**src/rtl/id_redirect_ctrl.sv**
```systemverilog
// id_redirect_ctrl: ID-stage branch/jump resolution, hazard stall, undefined-op exception, irq take and EPC.
module id_redirect_ctrl #(
    parameter int IRQ_SYNC_STAGES = 2,
    parameter bit EXC_ON_UNDEF    = 1'b1
) (
    input  logic        clk,
    input  logic        rst_n,
    input  logic [63:0] IF_ID,
    input  logic [31:0] rs_data,
    input  logic [31:0] rt_data,
    input  logic        ID_EX_RegWrite,
    input  logic        ID_EX_MemRead,
    input  logic [4:0]  ID_EX_dst,
    input  logic        EX_MEM_MemRead,
    input  logic [4:0]  EX_MEM_dst,
    input  logic        irq,
    output logic        PC_IF_ID_Write,
    output logic [2:0]  select_PC_next,
    output logic [31:0] branch_target,
    output logic [31:0] jump_target,
    output logic [31:0] jr_target,
    output logic [1:0]  status,
    output logic        flush_ID,
    output logic [31:0] epc
);
    logic [IRQ_SYNC_STAGES:0] sync_q;
    logic        pend_q, pend_d, kill_q, kill_d;
    logic [31:0] epc_q, epc_d;
    logic [31:0] pc, ins, off;
    logic [5:0]  op, funct;
    logic [4:0]  rs, rt;
    logic signed [31:0] rsv;
    logic bubble, kernel, rise, is_r, is_beq, is_bne, is_blez, is_bgtz, is_rgm, is_br, is_j, is_jr;
    logic defined, taken, use_rs, use_rt, load_use, hit_rs, hit_rt, br_haz;
    logic stall, redirect, undef, exc, intr;

    assign pc      = IF_ID[63:32];
    assign ins     = IF_ID[31:0];
    assign op      = ins[31:26];
    assign rs      = ins[25:21];
    assign rt      = ins[20:16];
    assign funct   = ins[5:0];
    assign rsv     = rs_data;
    assign off     = {{14{ins[15]}}, ins[15:0], 2'b00};
    assign bubble  = kill_q | (IF_ID == 64'd0);
    assign kernel  = pc[31];
    assign rise    = sync_q[IRQ_SYNC_STAGES-1] & ~sync_q[IRQ_SYNC_STAGES];
    assign is_r    = op == 6'h00;
    assign is_beq  = op == 6'h04;
    assign is_bne  = op == 6'h05;
    assign is_blez = op == 6'h06;
    assign is_bgtz = op == 6'h07;
    assign is_rgm  = (op == 6'h01) & (rt[4:1] == 4'd0);
    assign is_br   = is_beq | is_bne | is_blez | is_bgtz | is_rgm;
    assign is_j    = (op == 6'h02) | (op == 6'h03);
    assign is_jr   = is_r & ((funct == 6'h08) | (funct == 6'h09));
    assign defined = ((op <= 6'h0f) & ~((op == 6'h01) & (rt[4:1] != 4'd0))) | (op == 6'h23) | (op == 6'h2b);
    assign taken   = (is_beq & (rs_data == rt_data)) | (is_bne & (rs_data != rt_data)) |
                     (is_blez & (rsv <= 0)) | (is_bgtz & (rsv > 0)) |
                     (is_rgm & (rt[0] ? (rsv >= 0) : (rsv < 0)));
    assign use_rs  = ~is_j;
    assign use_rt  = is_r | is_beq | is_bne | (op == 6'h2b);
    assign load_use = ID_EX_MemRead & (ID_EX_dst != 5'd0) &
                      ((use_rs & (ID_EX_dst == rs)) | (use_rt & (ID_EX_dst == rt)));
    // Branch operands are compared here in ID, so any in-flight producer not yet forwardable stalls.
    assign hit_rs  = (rs != 5'd0) & ((ID_EX_RegWrite & (ID_EX_dst == rs)) | (EX_MEM_MemRead & (EX_MEM_dst == rs)));
    assign hit_rt  = (rt != 5'd0) & ((ID_EX_RegWrite & (ID_EX_dst == rt)) | (EX_MEM_MemRead & (EX_MEM_dst == rt)));
    assign br_haz  = ((is_br | is_jr) & hit_rs) | ((is_beq | is_bne) & hit_rt);
    assign stall    = ~bubble & (load_use | br_haz);
    assign redirect = ~bubble & (taken | is_j | is_jr);
    assign undef    = ~bubble & ~defined;
    assign exc      = undef & EXC_ON_UNDEF & ~kernel;
    assign intr     = ~bubble & pend_q & ~kernel;

    assign branch_target = {pc[31], pc[30:0] + off[30:0]};
    assign jump_target   = {pc[31:28], ins[25:0], 2'b00};
    assign jr_target     = rs_data;
    assign epc           = epc_q;

    always_comb begin
        PC_IF_ID_Write = 1'b1;
        flush_ID       = 1'b0;
        select_PC_next = 3'b000;
        status         = 2'b00;
        kill_d         = 1'b0;
        epc_d          = epc_q;
        pend_d         = pend_q | rise;
        if (kill_q) begin
            flush_ID = 1'b1;
        end else if (stall) begin
            PC_IF_ID_Write = 1'b0;
            flush_ID       = 1'b1;
        end else if (redirect) begin
            select_PC_next = taken ? 3'b100 : is_j ? 3'b010 : 3'b001;
        end else if (exc) begin
            status   = 2'b01;
            flush_ID = 1'b1;
            epc_d    = pc - 32'd4;
            kill_d   = 1'b1;
        end else if (intr) begin
            status = 2'b10;
            epc_d  = pc;
            kill_d = 1'b1;
            pend_d = rise;
        end else begin
            flush_ID = undef;
        end
    end

    always_ff @(posedge clk or negedge rst_n) begin
        if (!rst_n) begin
            sync_q <= '0;
            pend_q <= 1'b0;
            kill_q <= 1'b0;
            epc_q  <= 32'd0;
        end else begin
            sync_q <= {sync_q[IRQ_SYNC_STAGES-1:0], irq};
            pend_q <= pend_d;
            kill_q <= kill_d;
            epc_q  <= epc_d;
        end
    end
endmodule

```
**config.mk**
```make
export PLATFORM = sky130hd
export DESIGN_NAME = id_redirect_ctrl
export DESIGN_NICKNAME = d
export VERILOG_FILES = /design/src/rtl/id_redirect_ctrl.sv
export SDC_FILE = /design/constraint.sdc
export NUM_CORES = 1
export LEC_CHECK = 0
export CORE_MARGIN = 2
export CORE_UTILIZATION = 36
export CTS_CLUSTER_SIZE = 28
export DETAILED_ROUTE_END_ITERATION = 12
export PLACE_DENSITY = 0.77
export SYNTH_ARGS = -nofsm -noshare
export SYNTH_HDL_FRONTEND = slang
export SYNTH_SLANG_ARGS = --single-unit
```
**constraint.sdc**
```tcl
create_clock -name clk -period 3.1 [get_ports clk]
set_input_delay 0.465 -clock clk [delete_from_list [all_inputs] [get_ports clk]]
set_output_delay 0.465 -clock clk [all_outputs]
set_load 0.01 [all_outputs]
```
==> summary.txt <==
Logic synthesis
  – Fraction of registers with async set/reset: 1.000
  – Unique masters post-synth: 66
  – Register bit total from synthesis: 37
  – Register area share after synthesis: 0.1840
  – Mapped Area: 0.005031 mm2
  – Post-synth top flop: dfrtp_1
  – Avg Cell Area, Syn: 8.689 um2
  – Number of synthesized flops with an enable pin: 0
  – Post-Syn Instances: 579
  – Synth Warn #: 0

STA
  – Worst-margin pin slew: 839.3 ps
  – RSZ-0062 raised after global routing: yes
  – Post-route clock period utilization: 1.105
  – Count of final hold-check violations: 0
  – Max Slew Vio Count: 0
  – Worst setup margin: -326.1 ps
  – Clk_skew: 3.186 ps
  – Max Fclk: 291.9 MHz
  – Fin crit period: 3426 ps
  – WHS: 292.3 ps
  – Setup-failing EPs final: 8
  – Rel. slew slack: 0.4405

Power and ir drop
  – Internal: 2.216 mW
  – Gate power share: 0.643
  – Sw Ratio: 0.3488
  – Static Leak: 4.648 nW
  – Clock share of power: 0.141
  – Switching power: 1.187 mW
  – PwrDens: 335.7 mW/mm2
  – Peak supply drop: 207.8 uV
  – Flop pwr share: 0.216

CTS
  – H-tree depth: 2
  – CTS Buf Count: 5
  – Bufs on Longest Clock Path: 2
  – Clock tree root driver cell: clkbuf_16
  – Worst skew pair latency: 270 ps
  – TritonCTS clock tree: yes
  – CTS Sinks: 37
  – Hold buffer count at cts: 0
  – Clk pin slew, worst setup/hold paths: 50 ps

Die
  – Die Wd: 122.2 um
  – Vert. Die Dim: 122.2 um
  – Num rows: 43
  – Initial Utilization: 0.3653
  – Core Region: 0.01377 mm2
  – Ports: 279
  – Die Area: 0.01494 mm2

Critical path
  – Worst path cell trace: buf_8 > ha_4 > a21o_1 > a221o_1 > o211ai_1 > buf_4 > a31oi_4 > a41o_1 > o41ai_4 > buf_4 > mux2i_1 > nand3_1 > buf_2
  – CP max stage cell: a221o_1
  – CP startpoint: IF_ID[35]
  – Worst path max stage delay: 390 ps
  – Most common cell on crit path: buf_4
  – CP top delay family: compound AO/OA/AOI/OAI gates
  – CP arrival: 2960 ps
  – Critical Path RT: 2630 ps
  – Worst r2r path cells: 7
  – Critical path startpoint category: input port
  – Buf/Inv on CP: 4
  – Critical path fanouts, max: 2
  – R2r setup slk: 900 ps
  – FF-to-FF Start: kill_q
  – Setup CP Type: in -> out
  – Reg2reg end: epc[16]
  – CP endpoint kind: primary output

Final layout
  – Non-filler cells, final: 1,217
  – Final instance area: 0.01014 mm2
  – Ratio of cells with drive above 1 in the final layout: 0.4329
  – Nets@finish: 1,209
  – Core Util, Final: 0.7359
  – Area Overhead vs Synth: 101.5%

Global route
  – Total GRT Usage: 0.2735
  – Vias in the first global route: 6,195
  – Largest net degree at the start of global routing: 38
  – Initial antenna violation count: 2
  – GRT overflow: 0
  – First-pass GRT wire length: 32.02 mm

Routing
  – DR vias: 6,225
  – Detailed Route WL: 22.39 mm
  – Via-per-instance ratio: 5.115
  – DRT iter0 DRCs: 261
  – DRC violations left: 0
  – Final ANT Viol Nets: 0
  – Router iterations before antenna repair: 5
  – Routed length per instance: 18.40 um

Job
  – Max-capacitance violation count: 0

Placement
  – Routability cong.: 0.9228
  – Post-DP HPWL: 16.47 mm
  – Placed cell count: 1,166
  – Port Buffer Count: 276
  – Placed instance area: 0.009054 mm2

Status
  – Failing checks: negative setup slack
  – Status: finished, violations left

Hold path
  – Hold crit path type: in -> async
## cells by family (layout without fill, tap and decap cells)
group,count (synthesis),count (layout),synth area share
AND/OR/NAND/NOR,191,191,0.2139
XOR/XNOR,105,105,0.1828
buffers and inverters,92,547,0.1231
AO/OA/AOI/OAI,88,88,0.1206
flip-flops,37,37,0.1840
multiplexers,34,34,0.09624
adder cells (fa/ha/maj),31,31,0.07859
other,1,4,0.0007454
## how the worst max path moves through the flow
stage / end / cells after the start
finish: branch_target[29] / 13
global route: branch_target[29] / 13
CTS: branch_target[29] / 13
detailed placement: branch_target[20] / 15
global placement: branch_target[20] / 15
floorplan: branch_target[29] / 9
## layout make-up
cell class / count / area, um2
Fill cell: 926 / 3637
Multi-Input combinational cell: 451 / 4259
Timing Repair Buffer: 521 / 4512
Tap cell: 180 / 225.2
Inverter: 18 / 70.07
Antenna cell: 2 / 5.005
Clock inverter: 2 / 10.01
Clock buffer: 6 / 128.9
Sequential cell: 37 / 925.9
## power by group through the flow
stage,logic [mW],clock network [mW],registers (mW)
6_report,2.19,0.481,0.735
5_1_grt,2.31,0.518,0.755
4_1_cts,2.07,0.496,0.732
3_5_place_dp,1.97,0,0.735
3_3_place_gp,1.95,0,0.731
2_1_floorplan,0.777,0,0.786
## flip-flops by register name, indices dropped and copies added (netlist names)
register and flops:
epc 32, sync_q 3, kill_q 1, pend_q 1
## cell usage in the layout (no fill, tap or decap), types with 5 or more instances in the layout
| cell type | synthesis | final |
|---|---|---|
| mux2_4 | 28 | 28 |
| nor4_2 | 0 | 10 |
| dfrtp_1 | 37 | 37 |
| nand4_1 | 7 | 7 |
| nor3_1 | 13 | 10 |
| nand2_1 | 42 | 40 |
| nand3_1 | 8 | 8 |
| buf_6 | 3 | 19 |
| clkdlybuf4s50_1 | 0 | 188 |
| dlymetal6s2s_1 | 0 | 15 |
| dlygate4sd2_1 | 0 | 19 |
| ha_1 | 30 | 9 |
| inv_1 | 18 | 16 |
| buf_2 | 0 | 28 |
| xnor2_1 | 40 | 39 |
| a21oi_1 | 25 | 10 |
| nand2b_1 | 6 | 5 |
| a21o_1 | 6 | 6 |
| o21ai_0 | 15 | 5 |
| nor4_1 | 31 | 18 |
| a21oi_2 | 0 | 14 |
| nor2_1 | 38 | 32 |
| or4_4 | 2 | 6 |
| buf_4 | 67 | 230 |
| o21ai_1 | 0 | 6 |
| xor2_1 | 65 | 64 |
| nor2_2 | 0 | 6 |
| and4_4 | 0 | 5 |
| clkbuf_16 | 0 | 5 |
| ha_4 | 0 | 21 |
| o21a_1 | 6 | 5 |
| clkbuf_2 | 0 | 14 |
## what timing repair did
| item | 4_1_cts | 5_1_grt |
|---|---|---|
| setup buffers | 24 | 21 |
| gates resized for setup | 286 | 110 |
| endpoints found under the setup margin | 63 | 41 |
| pin swaps | 63 | 43 |
## metrics by stage
step | setup slack [ps] | TNS, ps | power, mW
floorplan | 25.35 | 0 | 1.563
global route | -448.5 | -2373 | 3.585
CTS | -300.9 | -632.0 | 3.297
global placement | -1129 | -31890 | 2.678
detailed placement | -1177 | -33250 | 2.709
finish | -326.1 | -1509 | 3.402
## routing by layer
layer	vias to the layer above	track usage	part of all wire
met5	-	0	0
met4	0	0.1272	0.042
met3	61	0.05204	0.064
met2	290	0.5177	0.53
met1	2931	0.2894	0.36
li1	2943	-	-
## synthesized netlist by cell type, types with 2 or more instances
| cell | n | area [um2] |
|---|---|---|
| buf_4 | 67 | 503.0 |
| xor2_1 | 65 | 569.3 |
| nand2_1 | 42 | 157.7 |
| xnor2_1 | 40 | 350.3 |
| nor2_1 | 38 | 142.6 |
| dfrtp_1 | 37 | 925.9 |
| nor4_1 | 31 | 193.9 |
| ha_1 | 30 | 375.4 |
| mux2_4 | 28 | 420.4 |
| a21oi_1 | 25 | 125.1 |
| inv_1 | 18 | 67.56 |
| o21ai_0 | 15 | 75.07 |
| nor3_1 | 13 | 65.06 |
| and4_1 | 8 | 70.07 |
| nand3_1 | 8 | 40.04 |
| and3_1 | 7 | 43.79 |
| nand4_1 | 7 | 43.79 |
| a21o_1 | 6 | 45.04 |
| nand2b_1 | 6 | 37.54 |
| o21a_1 | 6 | 45.04 |
| a211oi_1 | 4 | 30.03 |
| and2_1 | 4 | 25.02 |
| clkbuf_1 | 4 | 15.01 |
| or3_1 | 4 | 25.02 |
| or4_1 | 4 | 30.03 |
| a31oi_1 | 3 | 18.77 |
| buf_6 | 3 | 33.78 |
| mux2_2 | 3 | 33.78 |
| mux2i_1 | 3 | 30.03 |
| nor2b_1 | 3 | 18.77 |
| o31ai_1 | 3 | 22.52 |
| a2111oi_0 | 2 | 17.52 |
| a211o_1 | 2 | 17.52 |
| a32oi_1 | 2 | 17.52 |
| a41o_1 | 2 | 20.02 |
| o2111ai_1 | 2 | 17.52 |
| o211ai_1 | 2 | 15.01 |
| o41ai_1 | 2 | 17.52 |
| or2_2 | 2 | 12.51 |
| or4_4 | 2 | 22.52 |
No activity file was read; power rests on OpenSTA's default activity.
==> RTL edit: new RTL, same settings <==
The parameter `EXC_ON_UNDEF` goes from 1'b1 to 1'b0.
--- a/src/rtl/id_redirect_ctrl.sv
+++ b/src/rtl/id_redirect_ctrl.sv
@@ -1,7 +1,7 @@
 // id_redirect_ctrl: ID-stage branch/jump resolution, hazard stall, undefined-op exception, irq take and EPC.
 module id_redirect_ctrl #(
     parameter int IRQ_SYNC_STAGES = 2,
-    parameter bit EXC_ON_UNDEF    = 1'b1
+    parameter bit EXC_ON_UNDEF    = 1'b0
 ) (
     input  logic        clk,
     input  logic        rst_n,
Formal check against the unedited RTL: not equivalent (Yosys sat finds a counterexample within 4 cycles, from zero or initial values and one cycle with rst_n low).
==> RTL edit against the original RTL <==
The flow still finishes with violations (setup timing); clock skew rose by 0.0063 ns; critical path depth up 1; setup slack better by 0.19 ns; wire length shrank 7.3%; cell area down 11%; total power grew 0.93%; via count down 13%; sequential cell count unchanged; area after synthesis shrank 13%.
==> RTL edit: results (changes against the original RTL) <==
Post-synth ARST share: 1.00 (unchanged)
CTS max path bufs: 2 (unchanged)
Clock Skew: 0.00944 ns (+0.00625 ns)
Post-synthesis mux area share: 0.103 (+0.00661)
Slowest CP cell: o41ai_4
Share of post-route cells with drive strength above 1: 0.423 (-0.0102)
Setup TNS: -0.547 ns (+0.962 ns)
TritonCTS Buffers: 5 (unchanged)
Initial antenna violation count: 1 (-1)
Failing checks: setup timing
Final Non-Filler Cells: 1,047 (-14%)
Post-synthesis compound-gate area fraction: 0.135 (+0.0140)
Status: finished, violations left
Grt ovf: 0 (unchanged)
First-pass GRT wire length: 29,200 µm (-8.9%)
Top FF cell, synth: dfrtp_1
DRT iter0 DRCs: 254 (-2.7%)
Multi-input gate area: 3610 µm² (-15%)
Adder-Cell Fraction of Synth Area: 0.0846 (+0.00598)
1st-pass router iterations: 4 (-1)
Post-DP HPWL: 15,900 µm (-3.1%)
GP Congestion: 0.932 (+1.0%)
Nets: 1,071 (-11%)
Synth cell types: 55 (-17%)
Clock Latency Late Sink: 0.28 ns
Most frequent cells after synthesis: buf_4, xor2_1, dfrtp_1
Final setup vio count: 7 (-1)
Worst path top cell family by delay: compound AO/OA/AOI/OAI gates
Xor/xnor share of the synthesized area: 0.158 (-0.0248)
Number of global-route vias before repair: 5,711 (-7.8%)
CTS root buf: clkbuf_16
Worst slew pin tran: 0.909 ns (+0.0701 ns)
Fill cells: 791 (-15%)
Vias/cell: 5.20 (+1.7%)
VDD IR max: 0.312 mV (+50%)
Mean Syn Cell Area: 8.99 µm² (+3.5%)
Yosys Warn Count: 0 (unchanged)
CP max stage delay: 0.31 ns (-0.08 ns)
DRT Wirelength: 20,800 µm (-7.3%)
Clock transition at path regs: 0.06 ns
Largest net degree at the start of global routing: 38 (unchanged)
Hold Crit Class: input port to asynchronous set/reset pin
Buffers on Ports: 275 (-0.36%)
Top cells by area, synth: dfrtp_1, buf_4, mux2_4
Reg2Reg Depth: 8 (+1)
Worst Setup SP: IF_ID[0]
Final WS setup: -0.137 ns (+0.189 ns)
FF-to-FF Start: kill_q
Crit-path max FO: 2 (unchanged)
Tot GR Track Use: 0.285 (+0.0116)
Post-synthesis sequential area ratio: 0.211 (+0.0274)
Largest register FFs: 32 (unchanged)
Critical path arrival: 2.77 ns (-0.19 ns)
P_leak: 4.24 nW (-8.8%)
RTL edit: stage by stage:
step	hold WS [ns]	area, µm²	setup slack (ns)
2_1_floorplan	0.169	4400	0.0446
3_3_place_gp	0.336	8090	-1.34
3_5_place_dp	0.337	8090	-1.37
4_1_cts	0.350	8670	-0.273
5_1_grt	0.363	9060	-0.225
6_report	0.316	9060	-0.137
RTL edit: final timing paths:
path,slack [ns],endpoint
worst max-delay path,-0.14,branch_target[30]
worst min-delay path,0.32,epc[22]
worst max register to register,0.92,epc[12]
worst min register to register,0.35,sync_q[1]
max in group asynchronous,2.21,epc[6]
min in group clk,0.35,sync_q[1]
RTL edit: where the power goes:
| part | switching, mW | internal, mW |
|---|---|---|
| Sequential | 0.109 | 0.664 |
| Clock | 0.199 | 0.300 |
| Combinational | 0.893 | 1.27 |
| Total | 1.20 | 2.23 |
RTL edit: worst reg2reg max path: stages, from the launching register on:
cell,delay [ns]
dfrtp_1,0.38
a31oi_2,0.16
buf_4,0.14
nand4_1,0.09
or2_1,0.25
a211o_2,0.32
buf_4,0.14
buf_4,0.24
mux2_4,0.35
RTL edit: timing repair:
action,4_1_cts,5_1_grt
pin swaps,77,75
setup buffers,21,10
setup endpoints to repair,63,56
resized for setup,251,140
cloned,0,0
hold buffers,0,0
RTL edit: final cells by class:
type                    instances  area share
repair buffers                476       0.457
flip-flops and latches         37       0.102
diodes                          1    0.000276
multi-input cells             360       0.398
clock buffers                   8      0.0150
inverters                      18     0.00745
well taps                     147      0.0203
RTL edit: per-layer routing:
layer / share of wire / global-route usage / up-vias
li1: - / - / 2512
met1: 0.36 / 0.290 / 2621
met2: 0.55 / 0.575 / 246
met3: 0.050 / 0.0492 / 65
met4: 0.042 / 0.0992 / 0
met5: 0 / 0 / -
